[config.mk]
export PLATFORM = sky130hd
export DESIGN_NAME = if_stage
export DESIGN_NICKNAME = d
export VERILOG_FILES = /design/src/rtl/if_stage.sv
export SDC_FILE = /design/constraint.sdc
export NUM_CORES = 1
export LEC_CHECK = 0
export ABC_AREA = 1
export BUFFER_PORTS_ARGS = -buffer_cell sky130_fd_sc_hd__buf_2
export CORE_MARGIN = 4
export CORE_UTILIZATION = 40
export DETAILED_ROUTE_END_ITERATION = 7
export HOLD_SLACK_MARGIN = 0.03
export PLACE_DENSITY = 0.66
export SYNTH_ARGS = -nofsm -noshare
export SYNTH_HDL_FRONTEND = slang
export SYNTH_SLANG_ARGS = --single-unit
[constraint.sdc]
create_clock -name clk -period 1.8 [get_ports clk]
set_input_delay 0.18 -clock clk [delete_from_list [all_inputs] [get_ports clk]]
set_output_delay 0.18 -clock clk [all_outputs]
set_load 0.02 [all_outputs]
[src/rtl/if_stage.sv]
// Instruction fetch stage: issues one instruction-memory request at a time,
// presents fetched instructions to decode through a one-entry output slot
// backed by a one-entry skid buffer, and handles redirects from execute.
//
// Handshake semantics (both interfaces):
//   decode side: an instruction moves when id_valid & id_ready at a rising
//   edge. id_valid never drops and id_instr/id_pc never change while id_valid=1
//   and id_ready=0, except when a redirect (pc_set) flushes the slot.
//   memory side: a request is accepted when imem_req & imem_gnt at a rising
//   edge. Exactly one imem_rvalid pulse answers each accepted request, at
//   the earliest one cycle after the grant.
module if_stage #(
    parameter logic [31:0] RESET_PC  = 32'h0000_0000,
    parameter logic [31:0] NOP_INSTR = 32'h0000_0000
) (
    input  logic        clk,
    input  logic        reset,
    input  logic        pc_set,
    input  logic [31:0] pc_in,
    output logic        imem_req,
    output logic [31:0] imem_addr,
    input  logic        imem_gnt,
    input  logic        imem_rvalid,
    input  logic [31:0] imem_rdata,
    output logic        id_valid,
    input  logic        id_ready,
    output logic [31:0] id_instr,
    output logic [31:0] id_pc,
    output logic [31:0] id_npc,
    output logic [1:0]  dbg_state
);

    typedef enum logic [1:0] {
        IDLE = 2'd0,
        REQ  = 2'd1,
        WAIT = 2'd2,
        HOLD = 2'd3
    } state_e;

    state_e      state_q, state_d;
    logic [31:0] fetch_pc_q, fetch_pc_d;
    // Set when the outstanding response belongs to a fetch made stale by a redirect.
    logic        drop_q, drop_d;
    logic        out_valid_q, out_valid_d;
    logic [31:0] out_instr_q, out_instr_d;
    logic [31:0] out_pc_q, out_pc_d;
    // The skid entry is occupied exactly when the FSM sits in HOLD.
    logic [31:0] skid_instr_q, skid_instr_d;
    logic [31:0] skid_pc_q, skid_pc_d;
    logic        imem_req_q, imem_req_d;

    logic        consume;

    assign consume   = out_valid_q & id_ready;

    assign imem_req  = imem_req_q;
    assign imem_addr = fetch_pc_q;
    assign id_valid  = out_valid_q;
    assign id_instr  = out_valid_q ? out_instr_q : NOP_INSTR;
    assign id_pc     = out_pc_q;
    assign id_npc    = out_pc_q + 32'd4;
    assign dbg_state = state_q;

    // Next-state and datapath logic; a redirect overrides everything but reset.
    always_comb begin
        state_d      = state_q;
        fetch_pc_d   = fetch_pc_q;
        drop_d       = drop_q;
        out_valid_d  = out_valid_q;
        out_instr_d  = out_instr_q;
        out_pc_d     = out_pc_q;
        skid_instr_d = skid_instr_q;
        skid_pc_d    = skid_pc_q;

        if (consume) begin
            out_valid_d = 1'b0;
        end

        case (state_q)
            IDLE: begin
                state_d = REQ;
            end
            REQ: begin
                if (imem_gnt) begin
                    state_d = WAIT;
                end
            end
            WAIT: begin
                if (imem_rvalid) begin
                    if (drop_q) begin
                        drop_d  = 1'b0;
                        state_d = REQ;
                    end else if (!out_valid_q || consume) begin
                        out_valid_d = 1'b1;
                        out_instr_d = imem_rdata;
                        out_pc_d    = fetch_pc_q;
                        fetch_pc_d  = fetch_pc_q + 32'd4;
                        state_d     = REQ;
                    end else begin
                        skid_instr_d = imem_rdata;
                        skid_pc_d    = fetch_pc_q;
                        fetch_pc_d   = fetch_pc_q + 32'd4;
                        state_d      = HOLD;
                    end
                end
            end
            HOLD: begin
                if (consume) begin
                    out_valid_d = 1'b1;
                    out_instr_d = skid_instr_q;
                    out_pc_d    = skid_pc_q;
                    state_d     = REQ;
                end
            end
            default: begin
                state_d = IDLE;
            end
        endcase

        if (pc_set) begin
            fetch_pc_d  = pc_in;
            out_valid_d = 1'b0;
            case (state_q)
                REQ: begin
                    // A grant in the redirect cycle leaves a stale response in flight.
                    state_d = imem_gnt ? WAIT : REQ;
                    drop_d  = imem_gnt;
                end
                WAIT: begin
                    // Response arriving now is simply discarded; otherwise mark it stale.
                    state_d = imem_rvalid ? REQ : WAIT;
                    drop_d  = ~imem_rvalid;
                end
                default: begin
                    state_d = REQ;
                    drop_d  = 1'b0;
                end
            endcase
        end

        imem_req_d = (state_d == REQ);
    end

    // State registers with synchronous reset.
    always_ff @(posedge clk) begin
        if (reset) begin
            state_q      <= IDLE;
            fetch_pc_q   <= RESET_PC;
            drop_q       <= 1'b0;
            out_valid_q  <= 1'b0;
            out_instr_q  <= NOP_INSTR;
            out_pc_q     <= 32'd0;
            skid_instr_q <= NOP_INSTR;
            skid_pc_q    <= 32'd0;
            imem_req_q   <= 1'b0;
        end else begin
            state_q      <= state_d;
            fetch_pc_q   <= fetch_pc_d;
            drop_q       <= drop_d;
            out_valid_q  <= out_valid_d;
            out_instr_q  <= out_instr_d;
            out_pc_q     <= out_pc_d;
            skid_instr_q <= skid_instr_d;
            skid_pc_q    <= skid_pc_d;
            imem_req_q   <= imem_req_d;
        end
    end

endmodule
==> metrics.md, run 1 <==
| Metric | Value |
|---|---|
| Max clock buf depth | 2 |
| Reg2reg setup slack | about 0.10 ns |
| FF-to-FF Start | dbg_state[0] |
| Type of origin of the critical path | register |
| Fin. Hold Viols | 0 |
| Setup CP Type | reg -> out |
| Hold WS | 0.0431 ns |
| # setup viols final | 22 |
| Placed Area | approximately 10000 sq um |
| WL per Instance | roughly 16 um |
| CTS clk-pin slew, worst paths | approximately 0.06 ns |
| Post-synth EDFFs | 0 |
| Distinct cells, synth | 40 |
| 1st-iter DRT viols | around 720 |
| Antenna violations before repair | 1 |
| Final Skew | 0.00880 ns |
| TritonCTS clock tree | yes |
| Worst reg2reg path endpoint | id_pc[16] |
| Vias in the first global route | 8197 |
| WP data required | about 1.6 ns |
| Setup crit end kind | primary output |
| Post-route setup slack | -0.225 ns |
| Async SR Flop Fraction | 0% |
| Synth warnings | 0 |
| Tcrit/Tclk final | 113% |
| Failing checks | setup timing |
| Most frequent cells in the layout | nand2_1, buf_2, nor2_1 |
| WP data arrival | 1.85 ns |
| Post-DP HPWL | roughly 19 mm |
| Die Ht | around 150 um |
| Syn_area_per_cell | between 6 and 7 sq um |
| Leakage | between 5 and 6 nW |
| CTS Buf Count | 17 |
| Cell Area, Synth | 8370 sq um |
| Initial Utilization | 40.9% |
| Via/cell ratio | 5.16 |
| Routed wl met2 | between 10 and 15 mm |
| Most common cell after layout, fill and taps aside | nand2_1 |
| Share of cells above drive strength 1 | between 20% and 30% |
| First-pass GRT wire length | 43.0 mm |
| HP Class | in -> reg |
| Clk Latency, worst-skew pair | 0.43 ns |
| H-tree depth | 4 |
| GRT Residual Overflow | 0 |
| Synth Flop Type | dfxtp_1 |
| Worst vdd ir | ~0.55 mV |
| Maxcap violations | 0 |
| Synth-to-Final Area Change | 40.3% |
| Met1 WL | between 10 and 15 mm |
| Status | finished, violations left |
| Unrepaired setup endpoints after global routing | true |
| CP max FO | 3 |
| # clock sinks | 165 |
| Antenna Violating Nets Remaining | 0 |
| Drt drc | 0 |
| Final Util | 57.5% |
| Post-Synthesis Net Count | around 1300 |
| Pre-CTS setup slack | around 0.026 ns |
| # IOs | just over 200 |
| Die W | 153 um |
| GP Congestion | slightly above 0.9 |
| Slew @ Worst Pin | approximately 0.62 ns |
| Sequential-to-total area share from yosys stat | approximately two fifths |
| Max Clock Freq | a little under 0.5 GHz |
| Core ar. | 20400 sq um |
| PortBufs | 201 |
| Worst relative slew slack | about three fifths |
| CP startpoint | id_pc[16] |
| Worst setup path end | id_npc[29] |
| Gr usage total | between 20 and 25% |
| Pwr/cell area | just over 700 nW/um^2 |
| Cells after synthesis | between 1000 and 1500 |
| Reg2Reg Depth | 10 |
| Met3 wire len | about 2.2 mm |
| Max-slew violation count | 0 |
| Final #Nets | 1592 |
| Crit path time final | 2.03 ns |
| Root Driver | clkbuf_16 |
| Largest net degree at the start of global routing | 137 |
| Cell row count | between 50 and 60 |
| #FFs+latches synth | 165 |
| Setup TNS Final | -3.25 ns |
| Vias | approximately 9300 |
| Post-Route WL | ~29 mm |
| Final Cell Area | roughly 12000 sq um |
| Die Area | 23300 sq um |
| Top sig layer | met4 |
| DR pass1 iterations | 5 |
[sequential cells by signal, summed over array words and instances, names as in the netlist]
name / cells
dbg_state: 2
drop_q: 1
id_pc: 32
id_valid: 1
imem_addr: 32
imem_req: 1
out_instr_q: 32
skid_instr_q: 32
skid_pc_q: 32
[logic make-up (layout without fill, tap and decap cells)]
group                      after synthesis  count (layout)  share of synthesized area (%)
other                                    0               1                              0
buffers and inverters                  191             475                           9.74
adders and majority gates                7               7                           1.05
xor gates and xnor gates                32              32                           3.35
and+or+nand+nor                        547             547                           27.0
AOI/OAI and AO/OA                      302             302                           19.4
DFF                                    165             165                           39.5
[worst min path at each step]
stage	startpoint	to	slack, ns	depth (start not counted)
finish	imem_rdata[22]	skid_instr_q[22]	0.04	3
global route	imem_rdata[9]	skid_instr_q[9]	0.03	3
CTS	imem_rdata[3]	out_instr_q[3]	0.03	3
detailed placement	imem_rdata[16]	skid_instr_q[16]	0.46	3
global placement	imem_rdata[13]	skid_instr_q[13]	0.45	3
floorplan	imem_rdata[21]	out_instr_q[21]	0.34	2
[synth_stat cells, types with 3 or more instances]
cell type | count | share of area, %
buf_4 | 7 | 0.63
nand4_1 | 9 | 0.67
a31oi_1 | 63 | 4.7
xnor2_1 | 11 | 1.2
ha_1 | 7 | 1.0
nand2_2 | 8 | 0.60
nor3_1 | 11 | 0.66
inv_1 | 113 | 5.1
nor2_2 | 5 | 0.37
nor2_1 | 149 | 6.7
nor2_4 | 5 | 0.67
nand3b_1 | 5 | 0.45
buf_2 | 18 | 1.1
buf_6 | 6 | 0.81
o21ai_1 | 24 | 1.4
o21ai_0 | 139 | 8.3
nand3_1 | 40 | 2.4
dfxtp_1 | 165 | 39
clkbuf_1 | 41 | 1.8
a21oi_1 | 66 | 3.9
xor2_1 | 21 | 2.2
nand2_1 | 308 | 14
inv_2 | 3 | 0.13
[per-layer routing]
metal | vias to the layer above | GRT usage [%]
met5 | - | 0
met4 | 0 | 6.79
met3 | 46 | 4.32
met2 | 372 | 33.3
met1 | 4261 | 32.9
li1 | 4597 | -
[metrics by stage]
| step | power [mW] | std cells |
|---|---|---|
| 2_1_floorplan | 4.43 | 1244 |
| 3_3_place_gp | 4.84 | 1715 |
| 3_5_place_dp | 4.85 | 1715 |
| 4_1_cts | 8.31 | 1781 |
| 5_1_grt | 8.64 | 1799 |
| 6_report | 8.32 | 1799 |
[critical path, cell delays in order, from the launching register on]
cell and delay (ns):
dfxtp_2 0.34, buf_6 0.12, nand2_8 0.06, nor2_4 0.09, nand4_1 0.12, nor4_4 0.30
nand2_1 0.11, nand2_1 0.09, nand2_1 0.07, buf_6 0.13
[layout make-up]
class	count	area [sq um]
Fill cell	2009	8690
Multi-Input combinational cell	888	4710
Sequential cell	165	3360
Timing Repair Buffer	325	2310
Inverter	118	459
Clock buffer	19	453
Tap cell	270	338
Clock inverter	13	101
Antenna cell	1	2.50
[report_power, final]
part           internal (mW)  switching [mW]
logic                  0.423           0.622
clock network           1.85            1.57
registers               3.74           0.113
total                   6.02            2.30
[repair_timing]
action,CTS,global route
hold buffers,29,0
endpoints found under the setup margin,25,147
buffers inserted,5,14
cloned,0,4
hold endpoints to repair,42,0
resized for setup,82,109
pin swaps,16,34
No activity file was read; power rests on OpenSTA's default activity.
==> run 2, diff against run 1 <==
--- a/config.mk
+++ b/config.mk
@@ -12,6 +12,7 @@
 export DETAILED_ROUTE_END_ITERATION = 7
 export HOLD_SLACK_MARGIN = 0.03
 export PLACE_DENSITY = 0.66
+export SETUP_SLACK_MARGIN = 0.15
 export SYNTH_ARGS = -nofsm -noshare
 export SYNTH_HDL_FRONTEND = slang
 export SYNTH_SLANG_ARGS = --single-unit
==> run 2 against run 1 <==
Net effect:
- the flow still finishes with violations (setup timing)
- die area did not move
- combinational power increased by 28%
- sequential share of layout area fell by 4.5 points
- critical path type unchanged
- largest power group unchanged
==> metrics.md, run 2 (synthesis results as in run 1) <==
| Metric | Value |
|---|---|
| WP data arrival | 1.93 ns (+0.08 ns) |
| DR pass1 iterations | 6 (+1) |
| Vias in the first global route | 8635 (+5.3%) |
| TritonCTS clock tree | yes |
| WL per Instance | 18.1 um (+13%) |
| Drt drc | 0 (unchanged) |
| Antenna violations before repair | 0 (-1) |
| Root Driver | clkbuf_16 |
| Post-DP HPWL | 18.7 mm (-3.6%) |
| Tcrit/Tclk final | 117% (+4.8 points) |
| Antenna Violating Nets Remaining | 0 (unchanged) |
| GP Congestion | 0.943 (+2.6%) |
| Maxcap violations | 0 (unchanged) |
| Die Area | 23300 sq um (unchanged) |
| Failing checks | setup timing |
| First-pass GRT wire length | 45.2 mm (+5.0%) |
| Post-Route WL | 33.6 mm (+17%) |
| Final std cells w/o fill | 1859 (+3.3%) |
| Setup CP Type | reg -> out |
| # IOs | 202 (unchanged) |
| Worst relative slew slack | 53.6% (-4.8 points) |
| # clock sinks | 165 (unchanged) |
| Leakage | 6.14 nW (+13%) |
| HP Class | in -> reg |
| Dpl cells | 1704 (-0.64%) |
| Clk Latency, worst-skew pair | 0.44 ns (about the same) |
| CP max FO | 5 (+2) |
| Die Ht | 153 um (unchanged) |
| Die W | 153 um (unchanged) |
| Vias | 10044 (+8.3%) |
| Status | finished, violations left |
| Slew @ Worst Pin | 0.696 ns (+0.0714 ns) |
| Crit path time final | 2.11 ns (+0.0868 ns) |
| Max Clock Freq | 0.473 GHz (-4.1%) |
| Max clock buf depth | 2 (unchanged) |
| Unrepaired setup endpoints after global routing | true |
| CTS Buf Count | 17 (unchanged) |
| Type of origin of the critical path | register |
| Reg2reg setup slack | 0 ns (-0.10 ns) |
| Cell row count | 52 (unchanged) |
| Most frequent cells in the layout | nand2_1, buf_2, dfxtp_1 |
| Gr usage total | 23.7% (+1.2 points) |
| Pwr/cell area | 629 nW/um^2 (-11%) |
| GRT Residual Overflow | 0 (unchanged) |
| Initial Utilization | 40.9% (unchanged) |
| PortBufs | 201 (unchanged) |
| Worst vdd ir | 0.631 mV (+14%) |
| Most common cell after layout, fill and taps aside | nand2_1 |
| Final Util | 68.3% (+11 points) |
| Share of cells above drive strength 1 | 42.7% (+13 points) |
| Synth-to-Final Area Change | 66.8% |
| 1st-iter DRT viols | 812 (+12%) |
| Core ar. | 20400 sq um (unchanged) |
| H-tree depth | 4 (unchanged) |
| Final Skew | 0.0106 ns (+0.00180 ns) |
| Largest net degree at the start of global routing | 79 (-42%) |
| WP data required | 1.62 ns (about the same) |
| Fin. Hold Viols | 0 (unchanged) |
| Post-route setup slack | -0.312 ns (-0.0868 ns) |
| CTS clk-pin slew, worst paths | 0.07 ns (about the same) |
| Final #Nets | 1653 (+3.8%) |
| # setup viols final | 24 (+9.1%) |
| Setup crit end kind | primary output |
| Max-slew violation count | 0 (unchanged) |
| Diode count | 0 (-1) |
| Via/cell ratio | 5.40 (+4.8%) |
==> run 2: path summary, 6_finish.rpt <==
kind                                        from  cells after the start         endpoint
worst max-delay path                    id_pc[8]                      9       id_npc[31]
worst min-delay path                    pc_in[5]                      3     imem_addr[5]
worst max register to register          id_valid                     11         id_valid
worst min register to register  skid_instr_q[13]                      2  out_instr_q[13]
==> run 2: where the power goes <==
part	switching, mW	internal, mW
logic	0.762	0.569
clock network	1.62	1.96
registers	0.127	3.74
total	2.51	6.27
==> run 2: critical path: stages, from the launching register on <==
cell	delay, ns
dfxtp_4	0.39
nand2_1	0.11
nor2_4	0.15
nand2_4	0.10
nor2_4	0.10
nand2_1	0.08
inv_2	0.11
nand4_4	0.13
xnor2_4	0.16
buf_4	0.16
==> run 2: metal layers <==
metal / GRT usage (%) / part of all wire, %
met4: 8.78 / 2.9
met1: 33.6 / 43
met3: 4.35 / 7.2
met5: 0 / 0
met2: 35.8 / 47
==> run 2: layout make-up <==
cell class                 count  area [sq um]
timing repair inverter         2          36.3
timing repair buffer         384          3440
clock buffer                  18           439
inverter                     118           498
tap                          270           338
fill                        1629          6470
clock inverter                14           128
multi-input combinational    888          5700
sequential                   165          3370
==> run 2: timing repair <==
item	4_1_cts	5_1_grt
resized for setup	172	359
gates cloned	9	24
pin swaps	36	86
hold endpoints to repair	58	1
endpoints found under the setup margin	147	209
buffers inserted	32	20
hold buffers	37	1
==> run 2: per-stage QoR <==
stage	total power, mW	setup WS, ns	instance area, sq um	setup TNS (ns)	hold WS (ns)
after floorplan	4.44	0.0687	8490	0	0.339
after global placement	4.82	0.0160	10000	0	0.444
after detailed placement	4.83	-0.00246	10000	-0.00246	0.449
after CTS	8.53	-0.271	12000	-4.00	0.0329
after global routing	9.04	-0.397	14000	-6.81	0.0454
final	8.77	-0.312	14000	-4.70	0.0472
==> run 3, diff against run 2 <==
--- a/config.mk
+++ b/config.mk
@@ -8,10 +8,10 @@
 export ABC_AREA = 1
 export BUFFER_PORTS_ARGS = -buffer_cell sky130_fd_sc_hd__buf_2
 export CORE_MARGIN = 4
-export CORE_UTILIZATION = 40
+export CORE_UTILIZATION = 36
 export DETAILED_ROUTE_END_ITERATION = 7
 export HOLD_SLACK_MARGIN = 0.03
-export PLACE_DENSITY = 0.66
+export PLACE_DENSITY = 0.6
 export SETUP_SLACK_MARGIN = 0.15
 export SYNTH_ARGS = -nofsm -noshare
 export SYNTH_HDL_FRONTEND = slang
==> run 3 against run 2 <==
Net effect:
- the run still ends with setup timing left
- combinational power shrank 8%
- die area increased by 11%
- sequential share of layout area up 1.6 points
- critical path depth down 1
- non-clock buffer count decreased by 14
- clock power about the same
- power is 1.1% lower
- cell count rose by 1.6%
==> metrics.md, run 3 (synthesis results as in run 1) <==
| Metric | Value |
|---|---|
| Most common cell after layout, fill and taps aside | nand2_1 |
| CP peak stage delay | 0.35 ns (-0.04 ns) |
| Crit path time final | 2.07 ns (-0.0409 ns) |
| Final #Nets | 1640 (-0.79%) |
| Max clock buf depth | 2 (unchanged) |
| Diode count | 0 (unchanged) |
| Synth-to-Final Area Change | 57.1% |
| Hold Path Depth | 3 (unchanged) |
| Crit-path slowest cell | dfxtp_2 |
| Most frequent cells in the layout | nand2_1, buf_2, dfxtp_1 |
| Clock power frac | 41.4% (+0.7 points) |
| Clk Latency, worst-skew pair | 0.43 ns (about the same) |
| WP data arrival | 1.89 ns (-0.04 ns) |
| # setup viols final | 23 (-4.2%) |
| Maxcap violations | 0 (unchanged) |
| GRT Residual Overflow | 0 (unchanged) |
| Die W | 160 um (+5.1%) |
| CP dominant cell by count | buf_6 |
| Pwr/cell area | 660 nW/um^2 (+5.0%) |
| Fin. Hold Viols | 0 (unchanged) |
| Share of cells above drive strength 1 | 37.5% (-5.2 points) |
| Reg2Reg Depth | 11 (unchanged) |
| First-pass GRT wire length | 47.1 mm (+4.3%) |
| GP Congestion | 0.916 (-2.9%) |
| FF-to-FF Start | dbg_state[0] |
| WP data required | 1.62 ns (about the same) |
| Worst hold start | imem_rdata[3] |
| Leakage | 5.89 nW (-4.0%) |
| Antenna Violating Nets Remaining | 0 (unchanged) |
| Max Clock Freq | 0.483 GHz (+2.0%) |
| Worst reg2reg path endpoint | id_pc[9] |
| Worst relative slew slack | 70.3% (+17 points) |
| Gr usage total | 22.3% (-1.4 points) |
| # IOs | 202 (unchanged) |
| Core ar. | 22800 sq um (+11%) |
| PortBufs | 201 (unchanged) |
| Power Internal | 6.21 mW (-0.90%) |
| Worst vdd ir | 0.575 mV (-8.9%) |
| TritonCTS clock tree | yes |
| Final Skew | 0.00856 ns (-0.00203 ns) |
| Tcrit/Tclk final | 115% (-2.3 points) |
| Drt drc | 0 (unchanged) |
| Total Power | 8.68 mW (-1.1%) |
| Reg2reg setup slack | 0.08 ns (+0.08 ns) |
| DR pass1 iterations | 5 (-1) |
| Cell row count | 55 (+5.8%) |
| Root Driver | clkbuf_16 |
| 1st-iter DRT viols | 770 (-5.2%) |
| Max-slew violation count | 0 (unchanged) |
| Unrepaired setup endpoints after global routing | true |
| Logic gate share of total power | 14.1% (-1.1 points) |
| Pre-CTS setup slack | 0.00467 ns (+0.00713 ns) |
| Initial Utilization | 36.7% (-4.2 points) |
| Die Area | 25700 sq um (+11%) |
| Post-DP HPWL | 19.5 mm (+4.4%) |
| Type of origin of the critical path | register |
| Status | finished, violations left |
| Post-route setup slack | -0.271 ns (+0.0409 ns) |
| Sw frac | 28.4% (-0.12 points) |
| Failing checks | setup timing |
| Vias in the first global route | 8847 (+2.5%) |
| Via/cell ratio | 5.05 (-6.5%) |
| Vias | 9541 (-5.0%) |
| Post-Route WL | 30.8 mm (-8.4%) |
| Die Ht | 160 um (+5.1%) |
| Slew @ Worst Pin | 0.445 ns (-0.251 ns) |
| Hold EP | out_instr_q[3] |
| Setup CP Type | reg -> out |
| CTS clk-pin slew, worst paths | 0.07 ns (about the same) |
| Worst path cell trace | buf_6 -> nand2_4 -> nand3b_1 -> nor2_2 -> nand3_2 -> buf_6 -> xnor2_2 -> buf_4 |
| WL per Instance | 16.3 um (-9.9%) |
| HP Class | in -> reg |
| Switch Pwr | 2.47 mW (-1.5%) |
| Setup crit end kind | primary output |
| CP startpoint | id_pc[10] |
| Antenna violations before repair | 0 (unchanged) |
| Largest net degree at the start of global routing | 79 (unchanged) |
| Reg power frac | 44.5% (+0.4 points) |
| CP max FO | 4 (-1) |
| # clock sinks | 165 (unchanged) |
| H-tree depth | 4 (unchanged) |
| CTS Buf Count | 17 (unchanged) |
-- run 3: timing repair --
item	CTS	global route
hold buffers	37	0
resized for setup	152	224
pin swaps	38	62
setup buffers	24	15
hold endpoints to repair	65	0
setup endpoints to repair	160	173
cloned	9	10
-- run 3: per-stage QoR --
step | hold WS (ns) | setup TNS (ns) | instance area (sq um) | instances | utilization (%)
final | 0.0334 | -3.89 | 13100 | 1889 | 57.7
after global routing | 0.0601 | -5.99 | 13100 | 1889 | 57.7
after floorplan | 0.339 | 0 | 8490 | 1244 | -
after detailed placement | 0.459 | 0 | 10200 | 1762 | 44.7
after global placement | 0.448 | 0 | 10200 | 1762 | 44.7
after CTS | 0.0306 | -3.79 | 12000 | 1864 | 52.7
-- run 3: cell type report --
class                      instances  area [sq um]
fill                            2155          9630
multi-input combinational        888          5200
sequential                       165          3390
timing repair buffer             370          3070
inverter                         118           477
clock buffer                      18           429
tap                              313           392
clock inverter                    14           149
timing repair inverter             3          40.0
-- run 3: worst max-delay path: cells and delay by family (launching register included) --
family	cells	cell delay (ns)
and+or+nand+nor	4	0.59
buffers and inverters	3	0.40
DFF	1	0.35
xor gates and xnor gates	1	0.11
-- run 3: how the worst max path moves through the flow --
stage	to	slack [ns]
final	id_npc[21]	-0.27
after global routing	id_npc[23]	-0.36
after CTS	id_npc[20]	-0.30
after detailed placement	id_npc[22]	0.005
after global placement	id_npc[22]	0.03
after floorplan	id_npc[22]	0.07
-- run 3: per-layer routing --
metal,vias up,track usage [%],routed length (um)
met5,-,0,0
met4,0,7.00,659
met3,40,3.72,1920
met2,333,33.9,14000
met1,4451,32.3,14200
li1,4717,-,-
-- run 3: power groups by stage --
| stage | clock network (mW) | logic [mW] | registers, mW |
|---|---|---|---|
| global placement | 0 | 0.912 | 3.94 |
| finish | 3.59 | 1.22 | 3.86 |
| CTS | 3.65 | 1.09 | 3.86 |
| floorplan | 0 | 0.427 | 4.01 |
| detailed placement | 0 | 0.918 | 3.94 |
| global route | 3.82 | 1.33 | 3.87 |
